### src/rtl/signext_pkg.sv
// signext_pkg: shared definitions for the registered sign-extension pipe.
//   - MODE_* : 2-bit extension mode encodings carried on the mode input.
//   - state_e: occupancy of the output/skid register pair.
package signext_pkg;

  localparam logic [1:0] MODE_ZERO     = 2'b00;
  localparam logic [1:0] MODE_SIGN     = 2'b01;
  localparam logic [1:0] MODE_SIGN_SHL = 2'b10;
  localparam logic [1:0] MODE_ZERO_SHL = 2'b11;

  // EMPTY: nothing held; ONE: output register full; TWO: output and skid full.
  typedef enum logic [1:0] {
    ST_EMPTY = 2'd0,
    ST_ONE   = 2'd1,
    ST_TWO   = 2'd2
  } state_e;

  // True for the modes that replicate the field MSB into the upper bits.
  function automatic logic mode_is_signed(input logic [1:0] mode);
    return (mode == MODE_SIGN) || (mode == MODE_SIGN_SHL);
  endfunction

  // True for the modes that apply the left shift after extension.
  function automatic logic mode_is_shift(input logic [1:0] mode);
    return (mode == MODE_SIGN_SHL) || (mode == MODE_ZERO_SHL);
  endfunction

endpackage

### src/rtl/signext_pipe_if.sv
// signext_pipe_if: upstream and downstream handshake bundle for signext_pipe.
//
// Handshake: a transfer happens on a rising clock edge where valid and ready
// are both high. A producer holding valid must keep its payload stable until
// that edge; ready never depends combinationally on valid.
//
// Signals:
//   in_valid/in_ready/in_data/mode/shamt : upstream side (producer -> pipe)
//   out_valid/out_ready/out_data          : downstream side (pipe -> consumer)
//   busy                                  : pipe holds at least one word
// Modports:
//   master : the environment (drives inputs, consumes outputs)
//   slave  : the pipe itself
interface signext_pipe_if #(
  parameter int IN_W    = 2,
  parameter int OUT_W   = 8,
  parameter int SHAMT_W = 2
);
  logic               in_valid;
  logic               in_ready;
  logic [IN_W-1:0]    in_data;
  logic [1:0]         mode;
  logic [SHAMT_W-1:0] shamt;
  logic               out_valid;
  logic               out_ready;
  logic [OUT_W-1:0]   out_data;
  logic               busy;

  modport master (
    output in_valid, in_data, mode, shamt, out_ready,
    input  in_ready, out_valid, out_data, busy
  );

  modport slave (
    input  in_valid, in_data, mode, shamt, out_ready,
    output in_ready, out_valid, out_data, busy
  );
endinterface

### src/rtl/signext_core.sv
// signext_core: combinational extend-then-shift datapath.
//   data_i   [IN_W]    field to widen
//   mode_i   [2]       extension mode (see signext_pkg MODE_*)
//   shamt_i  [SHAMT_W] left-shift amount, used only by the shift modes
//   result_o [OUT_W]   extended (and possibly shifted) value
module signext_core
  import signext_pkg::*;
#(
  parameter int IN_W    = 2,
  parameter int OUT_W   = 8,
  parameter int SHAMT_W = 2
) (
  input  logic [IN_W-1:0]    data_i,
  input  logic [1:0]         mode_i,
  input  logic [SHAMT_W-1:0] shamt_i,
  output logic [OUT_W-1:0]   result_o
);

  logic [OUT_W-1:0] ext_v;
  logic             fill_bit;

  always_comb begin
    ext_v           = '0;
    ext_v[IN_W-1:0] = data_i;
    fill_bit        = mode_is_signed(mode_i) & data_i[IN_W-1];
    // Loop form keeps the IN_W == OUT_W case legal (no zero-width replicate).
    for (int i = IN_W; i < OUT_W; i++) begin
      ext_v[i] = fill_bit;
    end
    // Logical shift inside OUT_W: overflowed bits drop, zeros enter.
    result_o = mode_is_shift(mode_i) ? (ext_v << shamt_i) : ext_v;
  end

endmodule

### src/rtl/signext_pipe.sv
// signext_pipe: registered sign/zero extender with a 2-entry skid buffer.
//
// Results are computed at the input side by signext_core, so both the output
// register (OR) and the skid register (SK) hold final values. in_ready is a
// function of the registered state only, giving full throughput without a
// combinational ready path from downstream to upstream.
//
// Ports:
//   Clk         clock, rising edge
//   Clear       synchronous active-high reset; drops any held words
//   bus         signext_pipe_if.slave handshake bundle
//   dbg_state_o current occupancy state (state_e)
//   neg_count   (only with SIGNEXT_STATS_EN) saturating count of accepted
//               signed-mode words whose field MSB was 1
//
// Build option: define SIGNEXT_STATS_EN to add the neg_count statistic.
module signext_pipe
  import signext_pkg::*;
#(
  parameter int IN_W    = 2,
  parameter int OUT_W   = 8,
  parameter int SHAMT_W = 2
) (
  input  logic                  Clk,
  input  logic                  Clear,
  signext_pipe_if.slave         bus,
`ifdef SIGNEXT_STATS_EN
  output logic [15:0]           neg_count,
`endif
  output state_e                dbg_state_o
);

  if (IN_W < 1) begin : g_bad_in_w
    $error("signext_pipe: IN_W must be at least 1");
  end
  if (OUT_W < IN_W) begin : g_bad_out_w
    $error("signext_pipe: OUT_W must not be smaller than IN_W");
  end

  state_e           state_q, state_d;
  logic [OUT_W-1:0] or_q, or_d;
  logic [OUT_W-1:0] sk_q, sk_d;
  logic [OUT_W-1:0] core_res;
  logic             accept;
  logic             xfer;

  signext_core #(
    .IN_W    (IN_W),
    .OUT_W   (OUT_W),
    .SHAMT_W (SHAMT_W)
  ) u_core (
    .data_i   (bus.in_data),
    .mode_i   (bus.mode),
    .shamt_i  (bus.shamt),
    .result_o (core_res)
  );

  assign bus.in_ready  = (state_q != ST_TWO);
  assign bus.out_valid = (state_q != ST_EMPTY);
  assign bus.out_data  = or_q;
  assign bus.busy      = (state_q != ST_EMPTY);
  assign dbg_state_o   = state_q;

  assign accept = bus.in_valid & bus.in_ready;
  assign xfer   = bus.out_valid & bus.out_ready;

  always_comb begin
    state_d = state_q;
    or_d    = or_q;
    sk_d    = sk_q;
    case (state_q)
      ST_EMPTY: begin
        if (accept) begin
          state_d = ST_ONE;
          or_d    = core_res;
        end
      end
      ST_ONE: begin
        if (accept && xfer) begin
          // Old OR word leaves this edge, new word replaces it.
          or_d = core_res;
        end else if (accept) begin
          // OR is stalled: park the new word behind it.
          state_d = ST_TWO;
          sk_d    = core_res;
        end else if (xfer) begin
          state_d = ST_EMPTY;
        end
      end
      ST_TWO: begin
        if (xfer) begin
          state_d = ST_ONE;
          or_d    = sk_q;
        end
      end
      default: begin
        state_d = ST_EMPTY;
      end
    endcase
  end

  always_ff @(posedge Clk) begin
    if (Clear) begin
      state_q <= ST_EMPTY;
      or_q    <= '0;
      sk_q    <= '0;
    end else begin
      state_q <= state_d;
      or_q    <= or_d;
      sk_q    <= sk_d;
    end
  end

`ifdef SIGNEXT_STATS_EN
  logic [15:0] neg_count_q;
  logic        neg_hit;

  assign neg_hit   = accept & mode_is_signed(bus.mode) & bus.in_data[IN_W-1];
  assign neg_count = neg_count_q;

  always_ff @(posedge Clk) begin
    if (Clear) begin
      neg_count_q <= '0;
    end else if (neg_hit && (neg_count_q != 16'hFFFF)) begin
      neg_count_q <= neg_count_q + 16'd1;
    end
  end
`endif

endmodule
### src/flat_wrapper.sv
// flat-port wrapper written by rule: the top's interface ports become plain ports
module signext_pipe_flat import signext_pkg::*;
#(
  parameter int IN_W    = 2,
  parameter int OUT_W   = 8,
  parameter int SHAMT_W = 2
)
  (Clk, Clear, dbg_state_o, bus_in_valid, bus_in_data, bus_mode, bus_shamt, bus_out_ready, bus_in_ready, bus_out_valid, bus_out_data, bus_busy);
  signext_pipe_if #(.IN_W(IN_W), .OUT_W(OUT_W), .SHAMT_W(SHAMT_W)) bus_i ();
  input  logic Clk;
  input  logic Clear;
  output state_e dbg_state_o;
  input wire logic [$bits(bus_i.in_valid)-1:0] bus_in_valid;
  input wire logic [$bits(bus_i.in_data)-1:0] bus_in_data;
  input wire logic [$bits(bus_i.mode)-1:0] bus_mode;
  input wire logic [$bits(bus_i.shamt)-1:0] bus_shamt;
  input wire logic [$bits(bus_i.out_ready)-1:0] bus_out_ready;
  output wire logic [$bits(bus_i.in_ready)-1:0] bus_in_ready;
  output wire logic [$bits(bus_i.out_valid)-1:0] bus_out_valid;
  output wire logic [$bits(bus_i.out_data)-1:0] bus_out_data;
  output wire logic [$bits(bus_i.busy)-1:0] bus_busy;
  assign bus_i.in_valid = bus_in_valid;
  assign bus_i.in_data = bus_in_data;
  assign bus_i.mode = bus_mode;
  assign bus_i.shamt = bus_shamt;
  assign bus_i.out_ready = bus_out_ready;
  assign bus_in_ready = bus_i.in_ready;
  assign bus_out_valid = bus_i.out_valid;
  assign bus_out_data = bus_i.out_data;
  assign bus_busy = bus_i.busy;
  signext_pipe #(.IN_W(IN_W), .OUT_W(OUT_W), .SHAMT_W(SHAMT_W)) u_core (.Clk(Clk), .Clear(Clear), .bus(bus_i), .dbg_state_o(dbg_state_o));
endmodule
### config.mk
export PLATFORM = sky130hd
export DESIGN_NAME = signext_pipe_flat
export DESIGN_NICKNAME = d
export VERILOG_FILES = /design/src/rtl/signext_pkg.sv /design/src/rtl/signext_pipe_if.sv /design/src/rtl/signext_core.sv /design/src/rtl/signext_pipe.sv /design/src/flat_wrapper.sv
export SDC_FILE = /design/constraint.sdc
export NUM_CORES = 1
export LEC_CHECK = 0
export BUFFER_PORTS_ARGS = -buffer_cell sky130_fd_sc_hd__buf_4
export CORE_ASPECT_RATIO = 0.9
export CORE_MARGIN = 5
export CORE_UTILIZATION = 53
export CTS_CLUSTER_SIZE = 24
export DETAILED_ROUTE_END_ITERATION = 10
export HOLD_SLACK_MARGIN = 0.15
export PLACE_DENSITY_LB_ADDON = 0.15
export RECOVER_POWER = 100
export SLEW_MARGIN = 20
export SYNTH_ARGS = -nofsm -noshare
export SYNTH_HDL_FRONTEND = slang
export SYNTH_SLANG_ARGS = --single-unit
### constraint.sdc
create_clock -name Clk -period 2.1 [get_ports Clk]
set_input_delay 0.42 -clock Clk [delete_from_list [all_inputs] [get_ports Clk]]
set_output_delay 0.42 -clock Clk [all_outputs]
set_load 0.02 [all_outputs]
======== Word-level counts from Yosys, hierarchy flattened ========
Index checks and enable logic that the tools add are counted.
word-level totals
  output and inout bits ................... 13
  logic and storage cells ................. 39
  input port bits ......................... 10
  register bits ........................... 18
operators by class
  equality and inequality tests ........... 11
  bitwise gates (word level) .............. 4
  reduce and logical (&&, ||, !) cells .... 9
  muxes and demuxes ....................... 11
  shifts and indexed selects .............. 1
operators by type and width
  operator            count
  $mux 8              4
  $pmux 8 s3          1
  $mux 2              5
  $reduce_and 4->1    2
  $shl 8x2->8         1
  $eq 2x2->1 const B  3
  $ne 2x2->1 const B  3
  $pmux 2 s3          1
  $eq 2x1->1 const B  2
  $ne 2x1->1 const B  2
  $and 1x1->1         3
  $ne 3x1->1 const B  1
  $reduce_and 3->1    1
  $reduce_bool 3->1   1
  $logic_not 2->1     1
  $logic_or 1x1->1    2
  $reduce_bool 2->1   1
  $logic_and 1x1->1   1
  $not 1->1           1

======== Depth between registers and ports, before layout ========
  word-level depth ........................ 7
  mapped depth ............................ 6
  depth with buffers taken out ............ 6

======== Hierarchy ========
Synthesis repeated with hierarchy kept, for this count alone.
second synthesis, totals
  cells, all modules ...................... 115
  area total of the unflattened synthesis .. 1,038.5 sq um
by module, submodules not included
  module        area each (sq um)  cells each  seq. area each (sq um)  times used
  signext_pipe  874.6              91          360.3                   1
  signext_core  163.9              24          0.0                     1

======== Worst setup path before layout ========
Ideal clock, no wire load.
  path kind ............................... input -> register
  start ................................... input bus_mode[0]
  end ..................................... register u_core.or_q[3], in the netlist u_core.bus.out_data[3]
  stages on the path ...................... 6
  setup time .............................. 0.095 ns
  required time ........................... 2.005 ns
  arrival time ............................ 1.450 ns
  buffers on the path ..................... 0
  path slack .............................. 0.555 ns
  path through ............................ inv_1 > ha_1 > o21ai_1 > mux2i_1 > nand2_1 > a221oi_1
on the way
  word-level cells in the longest chain between the ends .. 7
  elaborated cells on any way between the ends .. 11
  classes of those cells .................. eq/ne (3); shift (1); mux (4); bitwise (1); reduce/logical (2)
ends and longest elaborated chain
  what                                             line                                    text
  start: declaration                               flat_wrapper.sv:15                      input wire logic [$bits(bus_i.mode)-1:0] bus_mode;
  $eq 2x1->1 / $eq 2x2->1 (equally long branches)  signext_pkg.sv:20, signext_pkg.sv:25
  $logic_or 1x1->1                                 signext_pkg.sv:20                       return (mode == MODE_SIGN) || (mode == MODE_SIGN_SHL);
  $and 1x1->1                                      signext_core.sv:25                      fill_bit = mode_is_signed(mode_i) & data_i[IN_W-1];
  $shl 8x2->8                                      signext_core.sv:31                      result_o = mode_is_shift(mode_i) ? (ext_v << shamt_i) : ext_v;
  $mux 8 (*)                                       signext_core.sv:31
  $mux 8, on equally long branches                 signext_pipe.sv:79, signext_pipe.sv:73
  $pmux 8 s3 (*)                                   signext_pipe.sv:71                      case (state_q)
  end signal: assignment                           signext_pipe.sv:109                     or_q <= or_d;
  end: declaration                                 signext_pipe.sv:41                      logic [OUT_W-1:0] or_q, or_d;
Every way passes the cells marked *; elsewhere a longest branch is shown, timed or not. The select of a mux whose other input is x is not followed.
A chain may end at the register's enable or synchronous reset.

======== Worst setup path after layout ========
  start ................................... register u_core.state_q[0], in the netlist u_core.dbg_state_o[0]
  end ..................................... output bus_in_ready
on the way
  word-level cells in the longest chain between the ends .. 1
ends and longest elaborated chain
  what                      line                 text
  start: declaration        signext_pipe.sv:40   state_e state_q, state_d;
  start signal: assignment  signext_pipe.sv:108  state_q <= state_d;
  $ne 2x2->1                signext_pipe.sv:58   assign bus.in_ready = (state_q != ST_TWO);
  end: declaration          flat_wrapper.sv:18   output wire logic [$bits(bus_i.in_ready)-1:0] bus_in_ready;
Every way passes these cells.

==> results.txt <==
Syn. warnings = 0
GRT Total Usage = 17.30%
RSZ-0062 raised after global routing = no
FILL cells = 156
Top Layer Used = met4
ANT cells = 0
Sequence of cells on the critical path = and2b_1, inv_1, buf_4
DR WL met3 = 141 microns
Starting DRT DRC Count = 27
Routed via count = 759
Clock Skew = 3.608 ps
Clk_lat worst skew = 280 ps
WL final = 1839 microns
Outcome = complete, no violations
Max clock buf depth = 2
Hold Crit Class = in -> reg
Psw = 0.0001848 W
RR Endpoint = u_core.bus.out_data[2]
GPL Wtd Cong = 0.8086
Final setup viols = 0
# Post-CTS Setup Buffers = 0
Async set-reset flop share out of synthesis = 0%
Post-CTS sizing = 0
Grt ovf = 0
Switching part of the total = 31.28%
Static Leak = 0.3509 nW
Clock H-tree levels = 1
Slew Viols, Final = 0
Met2 WL = 855 microns
Vias/cell = 5.750
Post-synthesis sequential area ratio = 34.78%
Critical path startpoint = u_core.dbg_state_o[0]
Peak supply drop = 371.5 uV
Worst path top cell family by delay = simple AND/OR/NAND/NOR gates
Logic gate share of total power = 25.5%
Avg WL per Cell = 13.93 microns
Max FO, Critical Path = 9
Hold Startpoint = bus_out_ready
# port buffers = 22
Crit path time final = 1787 ps
Row cnt = 13
Reg2Reg Setup Slack = 420 ps
Clk slew on worst S/H paths = 80 ps
Die area = 2401 sq um
Nets = 131
Post-route ant nets = 0
Dpl hpwl = 1407 microns
Cell with the largest stage delay on the worst path = and2b_1
DIE WIDTH = 51.10 microns
Post-synth EDFFs = 0
Final TNS setup = 0 ps
Worst Tran Pin Value = 557.5 ps
I/O pin total = 23
CTS tree = done
Max_cap viols = 0
Share of layout cells above drive strength 1 = 17.09%
Initial Util = 55.66%
Num CTS Buffers = 3
Mean Syn Cell Area = 8.222 sq um
Final hold vios = 0
Syn-to-layout area delta = 12.27%
Vias in the first global route = 679
Routed length on met1 = 828 microns
Reg2reg start = u_core.dbg_state_o[0]
Crit path kind = reg -> out
Largest net degree at the start of global routing = 15
Hold Buf Count CTS = 0
Slew headroom = 62.59%
Critical Path End Type = output port
Worst Reg2Reg Path Length in Cells = 5
Yosys cell types = 36
Synth Register Bits = 14
Final Power = 0.0005906 W
Critical Path Start Type = flop
First-pass GRT wire length = 2967 microns
Power per Cell Area = 652.9 nW/um^2
Clock Power Share = 24.8%
Drt pass-1 iters = 4
CP Data Arrival Time = 1370 ps
Synth Instances = 98
CP bufs+invs = 2
DRC errors left = 0
Hold Crit Depth = 2
Max incr delay on CP = 390 ps
Antenna violations before repair = 0
DIE HEIGHT = 46.99 microns
Int Pwr = 0.0004058 W
Hold EP = u_core.dbg_state_o[1]
Post-Syn Nets = 110
Fmax = 0.5595 GHz
Seq pwr share = 49.7%
Mapped Area = 805.8 sq um
Most used flip-flop cell after synthesis = dfxtp_1
WP data required = 1680 ps
Tcrit/Tclk final = 85.11%
Root Buffer = clkbuf_4
Clk sink count = 14
Core area = 1448 sq um
## power groups by stage
stage	clock, W	sequential, W	combinational (W)
2_1_floorplan	0	0.000314	0.0000977
3_3_place_gp	0	0.000299	0.000169
3_5_place_dp	0	0.000301	0.000172
4_1_cts	0.000157	0.000294	0.000173
5_1_grt	0.000172	0.000297	0.000166
6_report	0.000146	0.000293	0.000151
## worst register-to-register path: stages (launching register included)
cell	delay, ps
dfxtp_1	370
nor2b_1	160
clkbuf_1	160
o21ai_1	490
nor2_2	70
a2111oi_2	330
## how the worst max path moves through the flow
stage	end	cells past startpoint	slack, ps
global placement	u_core.bus.out_data[3]	7	400
floorplan	u_core.bus.out_data[3]	6	550
global route	bus_in_ready	3	160
detailed placement	u_core.bus.out_data[3]	7	320
CTS	bus_in_ready	3	380
finish	bus_in_ready	3	310
## final cells by class
class                      count  area [sq um]  share of cell area, %
inverter                       3         11.26                  1.245
tap                           15         18.77                  2.075
sequential                    14         280.3                  30.98
multi-input combinational     74         447.9                  49.52
clock buffer                   3         22.52                  2.490
timing repair buffer          23         123.9                  13.69
## layer usage
metal	global-route usage, %	vias up
li1	-	386
met1	20.81	342
met2	27.25	29
met3	6.984	2
met4	8.602	0
met5	0	-
## per-stage QoR
stage	cell area, sq um	setup slack [ps]	hold WS (ps)	util (%)	instances
finish	904.6	312.7	342.0	62.49	132
global route	904.6	155.5	324.9	62.49	132
CTS	972.2	376.7	331.1	67.16	132
detailed placement	949.7	322.2	449.5	65.60	129
global placement	949.7	402.2	442.4	65.60	129
floorplan	805.8	554.9	436.6	-	98
## Yosys cell counts, types with 2 or more instances
master	n	area [sq um]
o22ai_1	2	12.51
a311oi_1	2	17.52
nand3_1	4	20.02
nor3_1	3	15.01
mux2i_1	3	30.03
or3b_2	2	17.52
a21oi_1	7	35.03
nor2_1	13	48.80
buf_2	2	10.01
nand2b_1	3	18.77
o21ai_0	3	15.01
o211ai_1	3	22.52
dfxtp_1	14	280.3
ha_1	2	25.02
nor2_2	2	12.51
buf_4	3	22.52
nand2_1	8	30.03
and2b_2	2	17.52
a211oi_1	2	15.01
inv_1	2	7.510
## sequential cells by signal (all words and copies together) (netlist names)
register,cells
u_core.bus.out_data,6
u_core.dbg_state_o,2
u_core.sk_q,6
## cells by family after synthesis
| logic type | Yosys count | synth area share (%) |
|---|---|---|
| AOI/OAI and AO/OA | 26 | 23.76 |
| adders and majority gates | 2 | 3.105 |
| buffers and inverters | 10 | 7.297 |
| DFF | 14 | 34.78 |
| muxes | 3 | 3.727 |
| and+or+nand+nor | 43 | 27.33 |
## layout by cell type (no fill, tap or decap), types with 3 or more instances in the layout
cell and n:
inv_1 3, clkbuf_4 3, nor2_1 13, mux2i_1 3
o211ai_1 4, buf_4 10, clkbuf_1 13, nand2b_1 3
dfxtp_1 14, o21ai_0 4, nor3_1 3, a21oi_1 7
nand2_1 8, nand3_1 4
(Power assumes the default switching activity.)
